==> src/rtl/axi_wr_bridge_pkg.sv <==
// axi_wr_bridge_pkg: shared encodings for the AXI write bridge
package axi_wr_bridge_pkg;
  typedef enum logic [1:0] {W_IDLE, W_ADDR, W_DATA, W_RESP} wr_state_t;
  localparam logic [2:0] WT_BYTE = 3'b000;
  localparam logic [2:0] WT_HALF = 3'b001;
  localparam logic [2:0] WT_WORD = 3'b010;
  localparam logic [2:0] WT_LINE = 3'b100;
  localparam logic [2:0] SIZE_WORD = 3'd2;
  function automatic logic [2:0] beat_size(input logic [2:0] t);
    return (t == WT_BYTE || t == WT_HALF || t == WT_WORD) ? t : SIZE_WORD;
  endfunction
endpackage

==> src/rtl/axi_wr_beat_buf.sv <==
// axi_wr_beat_buf: captured write line plus beat counter selecting the current word
module axi_wr_beat_buf #(
  parameter int LINE_WORDS = 8,
  localparam int LINE_BITS = 32 * LINE_WORDS,
  localparam int CW = $clog2(LINE_WORDS) + 1
) (
  input  logic                 clk,
  input  logic                 rst,
  input  logic                 load,
  input  logic [LINE_BITS-1:0] data,
  input  logic                 adv,
  input  logic                 clr,
  output logic [CW-1:0]        cnt,
  output logic [31:0]          word
);
  logic [LINE_BITS-1:0] buffer;
  assign word = buffer[{cnt, 5'b0} +: 32];
  always_ff @(posedge clk) if (load) buffer <= data;
  always_ff @(posedge clk) cnt <= rst || clr ? '0 : adv ? cnt + 1'b1 : cnt;
endmodule

==> src/rtl/axi_wr_bridge.sv <==
// axi_wr_bridge: single-outstanding write bridge from cache write port to AXI
module axi_wr_bridge
  import axi_wr_bridge_pkg::*;
#(
  parameter int LINE_WORDS = 8,
  localparam int LINE_BITS = 32 * LINE_WORDS
) (
  input  logic                 clk,
  input  logic                 rst,
  input  logic                 wr_req,
  input  logic [2:0]           wr_type,
  input  logic [31:0]          wr_addr,
  input  logic [3:0]           wr_wstrb,
  input  logic [LINE_BITS-1:0] wr_data,
  output logic                 wr_rdy,
  output logic                 wr_done,
  input  logic [31:0]          rd_addr_chk,
  output logic                 rd_hazard,
  output logic [31:0]          awaddr,
  output logic [7:0]           awlen,
  output logic [2:0]           awsize,
  output logic                 awvalid,
  input  logic                 awready,
  output logic [31:0]          wdata,
  output logic [3:0]           wstrb,
  output logic                 wlast,
  output logic                 wvalid,
  input  logic                 wready,
  input  logic                 bvalid,
  output logic                 bready
);
  localparam int CW = $clog2(LINE_WORDS) + 1;
  localparam logic [31:0] LINE_MASK = 32'(4 * LINE_WORDS - 1);
  wr_state_t state, nxt;
  logic [31:0] addr_q;
  logic [2:0] type_q;
  logic [3:0] strb_q;
  logic [CW-1:0] cnt;
  logic [31:0] word;
  logic line, accept, beat;
  assign line = type_q == WT_LINE;
  assign wr_rdy = state == W_IDLE && !rst;
  assign accept = wr_req && wr_rdy;
  assign awaddr = line ? addr_q & ~LINE_MASK : addr_q;
  assign awlen = line ? 8'(LINE_WORDS - 1) : 8'd0;
  assign awsize = beat_size(type_q);
  assign awvalid = state == W_ADDR;
  assign wvalid = state == W_DATA;
  assign wdata = word;
  assign wstrb = line ? 4'hf : strb_q;
  assign wlast = wvalid && 8'(cnt) == awlen;
  assign bready = state == W_RESP;
  assign wr_done = bready && bvalid;
  assign beat = wvalid && wready;
  assign rd_hazard = !rst && state != W_IDLE && (rd_addr_chk & ~LINE_MASK) == (addr_q & ~LINE_MASK);
  axi_wr_beat_buf #(.LINE_WORDS(LINE_WORDS)) u_buf (
    .clk  (clk),
    .rst  (rst),
    .load (accept),
    .data (wr_data),
    .adv  (beat),
    .clr  (beat && wlast),
    .cnt  (cnt),
    .word (word)
  );
  always_ff @(posedge clk) state <= rst ? W_IDLE : nxt;
  always_ff @(posedge clk) if (accept) {addr_q, type_q, strb_q} <= {wr_addr, wr_type, wr_wstrb};
  always_comb begin
    nxt = state;
    nxt = (state == W_IDLE && accept) ? W_ADDR :
          (state == W_ADDR && awready) ? W_DATA :
          (state == W_DATA && beat && wlast) ? W_RESP :
          (state == W_RESP && bvalid) ? W_IDLE : state;
  end
endmodule

==> config.mk <==
export PLATFORM = sky130hd
export DESIGN_NAME = axi_wr_bridge
export DESIGN_NICKNAME = d
export VERILOG_FILES = /design/src/rtl/axi_wr_bridge_pkg.sv /design/src/rtl/axi_wr_beat_buf.sv /design/src/rtl/axi_wr_bridge.sv
export SDC_FILE = /design/constraint.sdc
export NUM_CORES = 1
export LEC_CHECK = 0
export BUFFER_PORTS_ARGS = -buffer_cell sky130_fd_sc_hd__buf_2
export CORE_AREA = 2 2 163 165
export DETAILED_ROUTE_END_ITERATION = 8
export DIE_AREA = 0 0 165 167
export PLACE_DENSITY = 0.85
export SLEW_MARGIN = 20
export SYNTH_ARGS = -nofsm -noshare
export SYNTH_HDL_FRONTEND = slang
export SYNTH_SLANG_ARGS = --single-unit
==> constraint.sdc <==
create_clock -name clk -period 9 [get_ports clk]
set_input_delay 0.45 -clock clk [delete_from_list [all_inputs] [get_ports clk]]
set_output_delay 0.45 -clock clk [all_outputs]
set_load 0.02 [all_outputs]
# Word level (Yosys, flattened, before mapping)
# Cells that the tools add are included.
dict set report op_classes {
  addsub 1
  reduce_logical 22
  muxes 8
  eq_ne 8
  shifts 1
}
# operator count
set ops {}
lappend ops {{$shiftx 256x10->32} 1}
lappend ops {{$eq 27x27->1} 1}
lappend ops {{$logic_and 1x1->1} 12}
lappend ops {{$mux 2} 3}
lappend ops {{$mux 3} 2}
lappend ops {{$mux 5} 1}
lappend ops {{$add 4x1->4 const B} 1}
lappend ops {{$eq 2x2->1 const B} 2}
lappend ops {{$eq 4x3->1} 1}
lappend ops {{$mux 4} 1}
lappend ops {{$reduce_bool 4->1} 1}
lappend ops {{$eq 3x1->1 const B} 1}
lappend ops {{$eq 3x2->1 const B} 1}
lappend ops {{$eq 3x3->1 const B} 1}
lappend ops {{$logic_not 3->1} 1}
lappend ops {{$logic_or 1x1->1} 3}
lappend ops {{$reduce_bool 3->1} 1}
lappend ops {{$eq 2x1->1 const B} 1}
lappend ops {{$logic_not 2->1} 1}
lappend ops {{$reduce_bool 2->1} 1}
lappend ops {{$reduce_or 2->1} 1}
lappend ops {{$logic_not 1->1} 1}
lappend ops {{$mux 1} 1}
dict set report totals {
  wordCells 47
  ff_bits 301
  out_inout_bits 86
  inputBits 333
}

# Longest topological paths before layout
# Gate-level depths: netlist (run 1).
dict set report depth {
  word_depth 8
  ltp_mapped 7
  depth_no_buf 4
}

# By module
# A second synthesis (run 1) with hierarchy kept.
dict set report hier_totals {
  hier_cells 573
  hier_area_um2 11883.9
}
# mod seq_area_each_um2 n_inst area_per_inst_um2 cells_each
set modules_own_cells {}
lappend modules_own_cells {axi_wr_beat_buf 7767.4 1 9880.7 421}
lappend modules_own_cells {axi_wr_bridge 1211.2 1 2003.2 152}

# Worst setup path after synthesis (run 1)
# Ideal clock, no wire load.
dict set report synth_path {
  path_type {input to register}
  from {in rst}
  to {reg addr_q[0] (enable)}
  path_stages 3
  setup_ns 0.693
  path_slack_ns 0.419
  arrival_time_ns 7.888
  t_required_ns 8.307
  path_buffers 1
  path_cell_list {clkbuf_1 > nor3_1 > and2_1}
}
dict set report synth_via {
  elab_chain_len 3
}
# item line_no
set synth_rtl {}
lappend synth_rtl {{start: declaration} axi_wr_bridge.sv:9} ;# input logic rst,
lappend synth_rtl {{$logic_not 1->1} axi_wr_bridge.sv:42} ;# assign wr_rdy = state == W_IDLE && !rst;
lappend synth_rtl {{$logic_and 1x1->1} axi_wr_bridge.sv:42}
lappend synth_rtl {{via wr_rdy} axi_wr_bridge.sv:15} ;# output logic wr_rdy,
lappend synth_rtl {{$logic_and 1x1->1} axi_wr_bridge.sv:43} ;# assign accept = wr_req && wr_rdy;
lappend synth_rtl {{end signal: assignment} axi_wr_bridge.sv:67} ;# always_ff @(posedge clk) if (accept) {addr_q, type_q, strb_q} <= {wr_addr, wr_type, wr_wstrb};
lappend synth_rtl {{end: declaration} axi_wr_bridge.sv:35} ;# logic [31:0] addr_q;
# The timed path passes the listed nets, and every way through them passes these cells.
# A chain may end at the register's enable or synchronous reset.

# Worst setup path after layout (run 1)
dict set report layout_path {
  from {reg u_buf.cnt[0]}
  to {out wdata[20]}
}
dict set report layout_via {
  elab_chain_len 1
}
# item line_no
set layout_rtl {}
lappend layout_rtl {{start: declaration} axi_wr_beat_buf.sv:13} ;# output logic [CW-1:0] cnt,
lappend layout_rtl {{start signal: assignment} axi_wr_beat_buf.sv:19} ;# always_ff @(posedge clk) cnt <= rst || clr ? '0 : adv ? cnt + 1'b1 : cnt;
lappend layout_rtl {{$shiftx 256x10->32} axi_wr_beat_buf.sv:17} ;# assign word = buffer[{cnt, 5'b0} +: 32];
lappend layout_rtl {{end: declaration} axi_wr_bridge.sv:24} ;# output logic [31:0] wdata,
# No other way between the ends.

==> results of run 1 <==
[metal layers]
metal	share of wire	vias to the layer above	wire length [um]
li1	-	3049	-
met1	0.35	3201	9400
met2	0.53	363	14300
met3	0.088	70	2380
met4	0.030	4	807
met5	0.0010	-	27
[registers in the layout, summed over array words and instances, names as in the netlist]
register and count:
addr_q 32, state 2, strb_q 4, type_q 3, u_buf.buffer 256, u_buf.cnt 4
[final timing paths]
check	startpoint	end
worst max-delay path	u_buf.cnt[0]	wdata[20]
worst min-delay path	wr_data[203]	u_buf.buffer[203]
worst max register to register	state[1]	u_buf.buffer[129]
worst min register to register	state[0]	state[1]
[power by group]
group          leakage (uW)  total [uW]  internal [uW]  switching, uW
sequential          0.00278        1650           1630           25.8
combinational       0.00240         234            110            124
clock              0.000504        1290            782            505
[kinds of logic after synthesis]
family,share of synthesized area
AO/OA/AOI/OAI,0.00220
XOR/XNOR,0.0220
adder cells (fa/ha/maj),0.00105
buffers and inverters,0.0388
flip-flops,0.751
multiplexers,0.154
other,0.000314
AND/OR/NAND/NOR,0.0310
[cell usage in the layout, fill, tap and decap left out, drive strengths merged, types with 2 or more instances in the layout]
cell and count:
clkinv 13, dfxtp 6, xnor2 10, and2 2, nand3 3, nand4 3, nand2 2, clkbuf 32
inv 4, nor2 38, nor2b 5, clkinvlp 2, nor3b 2, nor3 7, xor2 20, mux2i 34
nor4 5, buf 413, edfxtp 295, diode 3, and3 2, conb 6, bufinv 6, mux4 64
or2 5
[stage by stage]
stage           util  cells
2_1_floorplan      -    579
3_3_place_gp   0.545   1266
3_5_place_dp   0.545   1266
4_1_cts        0.585   1321
5_1_grt        0.586   1324
6_report       0.586   1324
[critical path, delay by kind of cell, from the launching register on]
kind / cells / cell delay [ns]
flops: 1 / 0.66
buf+inv: 2 / 0.91
mux: 2 / 0.87
simple gates: 1 / 0.06
[area by class of cell]
cell class	instances	share of cell area
flip-flops and latches	301	0.596
diodes	3	0.000497
clock buffers	32	0.0502
well taps	335	0.0278
multi-input cells	215	0.168
inverters	2	0.000497
repair buffers	413	0.139
clock inverters	23	0.0186
==> impl_table.tex, run 1 <==
\begin{tabular}{lr}
\hline
Metric & Value \\
\hline
\multicolumn{2}{l}{\textbf{Outcome}} \\
\quad Outcome & complete, no violations \\
\multicolumn{2}{l}{\textbf{Global route}} \\
\quad Global Route met1 Usage & 0.211 \\
\quad GRT Max-Usage Layer & met2 \\
\quad Number of antenna violations at the first check in global routing & 6 \\
\quad Via count of the first global-routing pass & 7,194 \\
\quad Met3 usage in global routing & 0.0511 \\
\quad Maximum number of pins on one net before global-route repair & 184 \\
\quad GR Overflow Total & 0 \\
\quad Met2 Usage GRT & 0.349 \\
\quad First-pass GRT wire length & 39,200 um \\
\quad GR Util All Layers & 0.191 \\
\multicolumn{2}{l}{\textbf{Clocking}} \\
\quad Cts hold-fix bufs & 0 \\
\quad TritonCTS clock tree & yes \\
\quad Total clock buffers created by CTS & 30 \\
\quad Post-cts gate resize count & 0 \\
\quad Buffer cell driving the clock tree root & sky130\_fd\_sc\_hd\_\_clkbuf\_16 \\
\quad Clock buffer depth & 3 \\
\quad Number of H-tree branching levels & 1 \\
\quad Post CTS Setup Buffer Count & 0 \\
\quad Clock sink count & 301 \\
\quad Clock Latency Late Sink & 0.55 ns \\
\quad Clock-pin slew on the worst setup and hold paths & 0.06 ns \\
\multicolumn{2}{l}{\textbf{STA}} \\
\quad Part of the cycle the worst path needs & 0.399 \\
\quad Final count of negative-setup-slack endpoints & 0 \\
\quad Final critical path time including I/O delays and setup & 3.59 ns \\
\quad RSZ-0062 raised after global routing & false \\
\quad TNS Setup & 0 ns \\
\quad Final worst slack & 5.41 ns \\
\quad Max Clock Freq & 279 MHz \\
\quad Worst-case clock skew & 0.0217 ns \\
\quad Total count of hold-check failures in the final report & 0 \\
\quad Max Transition Viols Final & 0 \\
\quad Max\_slew headroom & 0.283 \\
\quad Slew of the pin with the lowest slew margin & 1.07 ns \\
\quad Hold Worst Slack & 0.0671 ns \\
\multicolumn{2}{l}{\textbf{Cells and area}} \\
\quad Fillers & 1,898 \\
\quad Number of nets at the end of the flow & 1,297 \\
\quad Fraction of layout cells with a size suffix above 1 & 0.526 \\
\quad Footprint of the flip-flops and latches & 0.00899 mm\^{}2 \\
\quad Final design instance area without fill & 0.0151 mm\^{}2 \\
\quad Area added between synthesis and finish & 26.2\% \\
\quad Multi-input logic area & 0.00253 mm\^{}2 \\
\multicolumn{2}{l}{\textbf{Synth}} \\
\quad Post-synthesis sequential area ratio & 0.751 \\
\quad Asr flop ratio synth & 0 \\
\quad Count of cell types in the netlist & 35 \\
\quad Share of the synthesized area in the top cell type & 0.741 \\
\quad Gate count of the mapped netlist & 574 \\
\quad Biggest area contributors in the synthesized netlist & sky130\_fd\_sc\_hd\_\_edfxtp\_1, sky130\_fd\_sc\_hd\_\_mux4\_2, sky130\_fd\_sc\_hd\_\_mux4\_1 \\
\quad Cell type with the highest aggregate area in the netlist & sky130\_fd\_sc\_hd\_\_edfxtp\_1 \\
\quad Average cell area after synthesis & 20.8 um\^{}2 \\
\quad Synthesized flop and latch total & 301 \\
\quad Dominant cell by count in the synthesized netlist & sky130\_fd\_sc\_hd\_\_edfxtp\_1 \\
\quad Ys Warns & 0 \\
\quad Synth top cells by count & sky130\_fd\_sc\_hd\_\_edfxtp\_1, sky130\_fd\_sc\_hd\_\_mux4\_2, sky130\_fd\_sc\_hd\_\_nor2\_1, sky130\_fd\_sc\_hd\_\_buf\_4, sky130\_fd\_sc\_hd\_\_mux2i\_1 \\
\quad Synth Cell Area & 0.0120 mm\^{}2 \\
\quad Most used flip-flop cell after synthesis & sky130\_fd\_sc\_hd\_\_edfxtp\_1 \\
\quad EDFF count, synth & 295 \\
\multicolumn{2}{l}{\textbf{Critical path}} \\
\quad Critical path startpoint category & flop \\
\quad Crit path capture type & output pin \\
\quad Worst Reg-to-Reg Cells & 3 \\
\quad Slack of the worst reg-to-reg path & 6.41 ns \\
\quad Sequence of cells on the critical path & buf\_4, mux4\_2, mux2i\_1, nor2\_1, buf\_2 \\
\quad CP max-delay cell & sky130\_fd\_sc\_hd\_\_buf\_4 \\
\quad Required arrival time at the worst endpoint & 8.55 ns \\
\quad Top fanout value on the critical path & 43 \\
\quad Type of the setup path with the least slack & flop to output pin \\
\quad Worst endpoint data arrival time & 3.14 ns \\
\quad Delay of the slowest critical-path stage & 0.75 ns \\
\multicolumn{2}{l}{\textbf{Routing}} \\
\quad First-pass DRT Iterations & 6 \\
\quad Via count & 6,687 \\
\quad Wire length per cell & 20.3 um \\
\quad Routed wire length & 26,900 um \\
\quad Antenna Violating Nets Remaining & 0 \\
\quad Ratio of routed vias to standard cells & 5.05 \\
\quad First-iteration detailed-routing DRC count & 465 \\
\quad DRC violation count after routing & 0 \\
\multicolumn{2}{l}{\textbf{Power}} \\
\quad Overall power & 3170 uW \\
\quad Leakage component of the power & 0.00568 uW \\
\quad Total power per unit cell area & 210 mW/mm\^{}2 \\
\quad Peak supply drop & 0.157 mV \\
\multicolumn{2}{l}{\textbf{Floorplanning}} \\
\quad Vertical die dimension & 167 um \\
\quad Core Region & 0.0258 mm\^{}2 \\
\quad Die boundary width & 165 um \\
\quad Io pins & 419 \\
\quad Initial Utilization & 0.464 \\
\quad Num rows & 59 \\
\quad Die area & 0.0276 mm\^{}2 \\
\multicolumn{2}{l}{\textbf{Job}} \\
\quad Max-Cap Viols & 0 \\
\multicolumn{2}{l}{\textbf{Place}} \\
\quad Count of input and output buffers & 407 \\
\quad Weighted congestion at the end of routability-driven global placement & 0.778 \\
\quad Post-detailed-placement half-perimeter wirelength & 19,300 um \\
\quad Placement Cell Area & 0.0140 mm\^{}2 \\
\quad Worst slack at placement & 5.88 ns \\
\multicolumn{2}{l}{\textbf{Min path}} \\
\quad Class of the most critical hold timing path & input port to flop \\
\quad Count of cells along the worst hold path & 1 \\
\hline
\end{tabular}
No activity file was read; power rests on OpenSTA's default activity.
==> inputs of run 2 (changes only) <==
--- a/config.mk
+++ b/config.mk
@@ -6,10 +6,10 @@
 export NUM_CORES = 1
 export LEC_CHECK = 0
 export BUFFER_PORTS_ARGS = -buffer_cell sky130_fd_sc_hd__buf_2
-export CORE_AREA = 2 2 163 165
+export CORE_MARGIN = 2
+export CORE_UTILIZATION = 45
 export DETAILED_ROUTE_END_ITERATION = 8
-export DIE_AREA = 0 0 165 167
-export PLACE_DENSITY = 0.85
+export PLACE_DENSITY = 0.86
 export SLEW_MARGIN = 20
 export SYNTH_ARGS = -nofsm -noshare
 export SYNTH_HDL_FRONTEND = slang
==> constraint.sdc (replaced) <==
create_clock -name clk -period 3.2 [get_ports clk]
set_input_delay 0.16 -clock clk [delete_from_list [all_inputs] [get_ports clk]]
set_output_delay 0.16 -clock clk [all_outputs]
set_load 0.02 [all_outputs]
==> impl_table.tex, run 2 <==
\begin{tabular}{lr}
\hline
Metric & Value \\
\hline
\multicolumn{2}{l}{\textbf{Synth}} \\
\quad Asr flop ratio synth & 0 (unchanged) \\
\quad Synthesized flop and latch total & 301 (unchanged) \\
\quad Dominant cell by count in the synthesized netlist & sky130\_fd\_sc\_hd\_\_edfxtp\_1 \\
\quad EDFF count, synth & 295 (unchanged) \\
\quad Portion of netlist area occupied by mux cells & 0.154 (unchanged) \\
\quad Combinational family with the most area after synthesis & multiplexers \\
\quad Post-synthesis adder-cell area fraction & 0.00105 (unchanged) \\
\quad Most used flip-flop cell after synthesis & sky130\_fd\_sc\_hd\_\_edfxtp\_1 \\
\quad Ys Warns & 0 (unchanged) \\
\quad Parity-gate share of the synthesized area counting xor and xnor cells & 0.0220 (unchanged) \\
\quad Gate count of the mapped netlist & 574 (unchanged) \\
\quad Biggest area contributors in the synthesized netlist & sky130\_fd\_sc\_hd\_\_edfxtp\_1, sky130\_fd\_sc\_hd\_\_mux4\_2, sky130\_fd\_sc\_hd\_\_mux4\_1 \\
\quad Count of cell types in the netlist & 35 (unchanged) \\
\quad Simple-gate area share of the yosys netlist & 0.0310 (unchanged) \\
\quad Post-synthesis sequential area ratio & 0.751 (unchanged) \\
\quad Share of the synthesized area in the top cell type & 0.741 (unchanged) \\
\quad Synth Cell Area & 0.0120 mm\^{}2 (unchanged) \\
\quad Compound-Gate Fraction of Synth Area & 0.00220 (unchanged) \\
\quad Cell type with the highest aggregate area in the netlist & sky130\_fd\_sc\_hd\_\_edfxtp\_1 \\
\quad Average cell area after synthesis & 20.8 um\^{}2 (unchanged) \\
\quad Synth top cells by count & sky130\_fd\_sc\_hd\_\_edfxtp\_1, sky130\_fd\_sc\_hd\_\_mux4\_2, sky130\_fd\_sc\_hd\_\_nor2\_1, sky130\_fd\_sc\_hd\_\_buf\_4, sky130\_fd\_sc\_hd\_\_mux2i\_1 \\
\multicolumn{2}{l}{\textbf{Clocking}} \\
\quad Buffer cell driving the clock tree root & sky130\_fd\_sc\_hd\_\_clkbuf\_16 \\
\quad Total clock buffers created by CTS & 30 (unchanged) \\
\quad Post CTS Setup Buffer Count & 0 (unchanged) \\
\quad Clock buffer depth & 3 (unchanged) \\
\quad Post-cts gate resize count & 0 (unchanged) \\
\quad Number of H-tree branching levels & 1 (unchanged) \\
\quad Clock sink count & 301 (unchanged) \\
\quad Cts hold-fix bufs & 266 (+266) \\
\multicolumn{2}{l}{\textbf{Floorplanning}} \\
\quad Initial Utilization & 0.459 (-0.00526) \\
\quad Num rows & 59 (unchanged) \\
\quad Die boundary width & 167 um (+1.2\%) \\
\quad Io pins & 419 (unchanged) \\
\quad Vertical die dimension & 167 um (unchanged) \\
\multicolumn{2}{l}{\textbf{Outcome}} \\
\quad First error & [ERROR RSZ-0060] Max buffer count reached. \\
\quad Stage reached & 4\_1\_cts \\
\quad Outcome & did not finish \\
\multicolumn{2}{l}{\textbf{Place}} \\
\quad Number of cells after detailed placement & 1,272 (+0.47\%) \\
\quad Weighted congestion at the end of routability-driven global placement & 0.787 (+1.2\%) \\
\quad Post-detailed-placement half-perimeter wirelength & 20,100 um (+4.3\%) \\
\quad Count of input and output buffers & 407 (unchanged) \\
\hline
\end{tabular}
==> run 2: kinds of logic after synthesis <==
family / Yosys count
flip-flops: 301
multiplexers: 98
AND/OR/NAND/NOR: 76
buffers and inverters: 63
XOR/XNOR: 30
AO/OA/AOI/OAI: 4
adder cells (fa/ha/maj): 1
other: 1
==> run 2: through the flow <==
step | hold slack [ns] | setup slack (ns) | area [um^2] | util | TNS [ns]
2_1_floorplan | 0.259 | -0.0182 | 12000 | - | -5.36
3_3_place_gp | 0.336 | 0.960 | 14200 | 0.544 | 0
3_5_place_dp | 0.338 | 0.966 | 14200 | 0.544 | 0
==> inputs of run 3 (changes only) <==
--- a/config.mk
+++ b/config.mk
@@ -7,9 +7,9 @@
 export LEC_CHECK = 0
 export BUFFER_PORTS_ARGS = -buffer_cell sky130_fd_sc_hd__buf_2
 export CORE_MARGIN = 2
-export CORE_UTILIZATION = 45
+export CORE_UTILIZATION = 40
 export DETAILED_ROUTE_END_ITERATION = 8
-export PLACE_DENSITY = 0.86
+export PLACE_DENSITY_LB_ADDON = 0.15
 export SLEW_MARGIN = 20
 export SYNTH_ARGS = -nofsm -noshare
 export SYNTH_HDL_FRONTEND = slang
==> constraint.sdc (replaced) <==
create_clock -name clk -period 4.2 [get_ports clk]
set_input_delay 0.21 -clock clk [delete_from_list [all_inputs] [get_ports clk]]
set_output_delay 0.21 -clock clk [all_outputs]
set_load 0.02 [all_outputs]
==> impl_table.tex, run 3 <==
\begin{tabular}{lr}
\hline
Metric & Value \\
\hline
\multicolumn{2}{l}{\textbf{Clocking}} \\
\quad Number of H-tree branching levels & 2 (+1) \\
\quad Clock sink count & 301 (unchanged) \\
\quad Post-cts gate resize count & 0 (unchanged) \\
\quad Post CTS Setup Buffer Count & 0 (unchanged) \\
\quad Total clock buffers created by CTS & 34 (+13\%) \\
\quad Clock buffer depth & 3 (unchanged) \\
\quad Buffer cell driving the clock tree root & sky130\_fd\_sc\_hd\_\_clkbuf\_16 \\
\quad Cts hold-fix bufs & 278 (+4.5\%) \\
\multicolumn{2}{l}{\textbf{Synth}} \\
\quad Post-synthesis sequential area ratio & 0.751 (unchanged) \\
\quad Share of the synthesized area in the top cell type & 0.741 (unchanged) \\
\quad Synth top cells by count & sky130\_fd\_sc\_hd\_\_edfxtp\_1, sky130\_fd\_sc\_hd\_\_mux4\_2, sky130\_fd\_sc\_hd\_\_nor2\_1, sky130\_fd\_sc\_hd\_\_buf\_4, sky130\_fd\_sc\_hd\_\_mux2i\_1 \\
\quad Asr flop ratio synth & 0 (unchanged) \\
\quad Synth Cell Area & 0.0120 mm\^{}2 (unchanged) \\
\quad Ys Warns & 0 (unchanged) \\
\quad Count of cell types in the netlist & 35 (unchanged) \\
\quad Cell type with the highest aggregate area in the netlist & sky130\_fd\_sc\_hd\_\_edfxtp\_1 \\
\quad EDFF count, synth & 295 (unchanged) \\
\quad Gate count of the mapped netlist & 574 (unchanged) \\
\quad Synthesized flop and latch total & 301 (unchanged) \\
\quad Average cell area after synthesis & 20.8 um\^{}2 (unchanged) \\
\quad Dominant cell by count in the synthesized netlist & sky130\_fd\_sc\_hd\_\_edfxtp\_1 \\
\quad Biggest area contributors in the synthesized netlist & sky130\_fd\_sc\_hd\_\_edfxtp\_1, sky130\_fd\_sc\_hd\_\_mux4\_2, sky130\_fd\_sc\_hd\_\_mux4\_1 \\
\quad Most used flip-flop cell after synthesis & sky130\_fd\_sc\_hd\_\_edfxtp\_1 \\
\multicolumn{2}{l}{\textbf{Floorplanning}} \\
\quad Vertical die dimension & 177 um (+5.9\%) \\
\quad Die boundary width & 177 um (+5.9\%) \\
\quad Initial Utilization & 0.404 (-0.0543) \\
\quad Io pins & 419 (unchanged) \\
\quad Num rows & 63 (+6.8\%) \\
\multicolumn{2}{l}{\textbf{Place}} \\
\quad Post-detailed-placement half-perimeter wirelength & 19,800 um (-1.7\%) \\
\quad Count of input and output buffers & 407 (unchanged) \\
\quad Weighted congestion at the end of routability-driven global placement & 0.752 (-4.5\%) \\
\multicolumn{2}{l}{\textbf{Outcome}} \\
\quad First error & [ERROR RSZ-0060] Max buffer count reached. \\
\quad Outcome & did not finish \\
\quad Stage reached & 4\_1\_cts \\
\hline
\end{tabular}
==> run 3: cell counts after synthesis <==
Identical to the previous run, type by type.
==> run 3: logic make-up after synthesis <==
group,share of synthesized area
AOI/OAI and AO/OA,0.00220
adders and majority gates,0.00105
other,0.000314
buffers and inverters,0.0388
xor gates and xnor gates,0.0220
muxes,0.154
DFF,0.751
and+or+nand+nor,0.0310
==> run 3: stage by stage <==
stage / cells / area [um^2] / util / hold WS, ns / setup slack [ns]
after global placement: 1330 / 14200 / 0.481 / 0.386 / 1.76
after detailed placement: 1330 / 14200 / 0.481 / 0.388 / 1.76
after floorplan: 579 / 12000 / - / 0.309 / 0.649
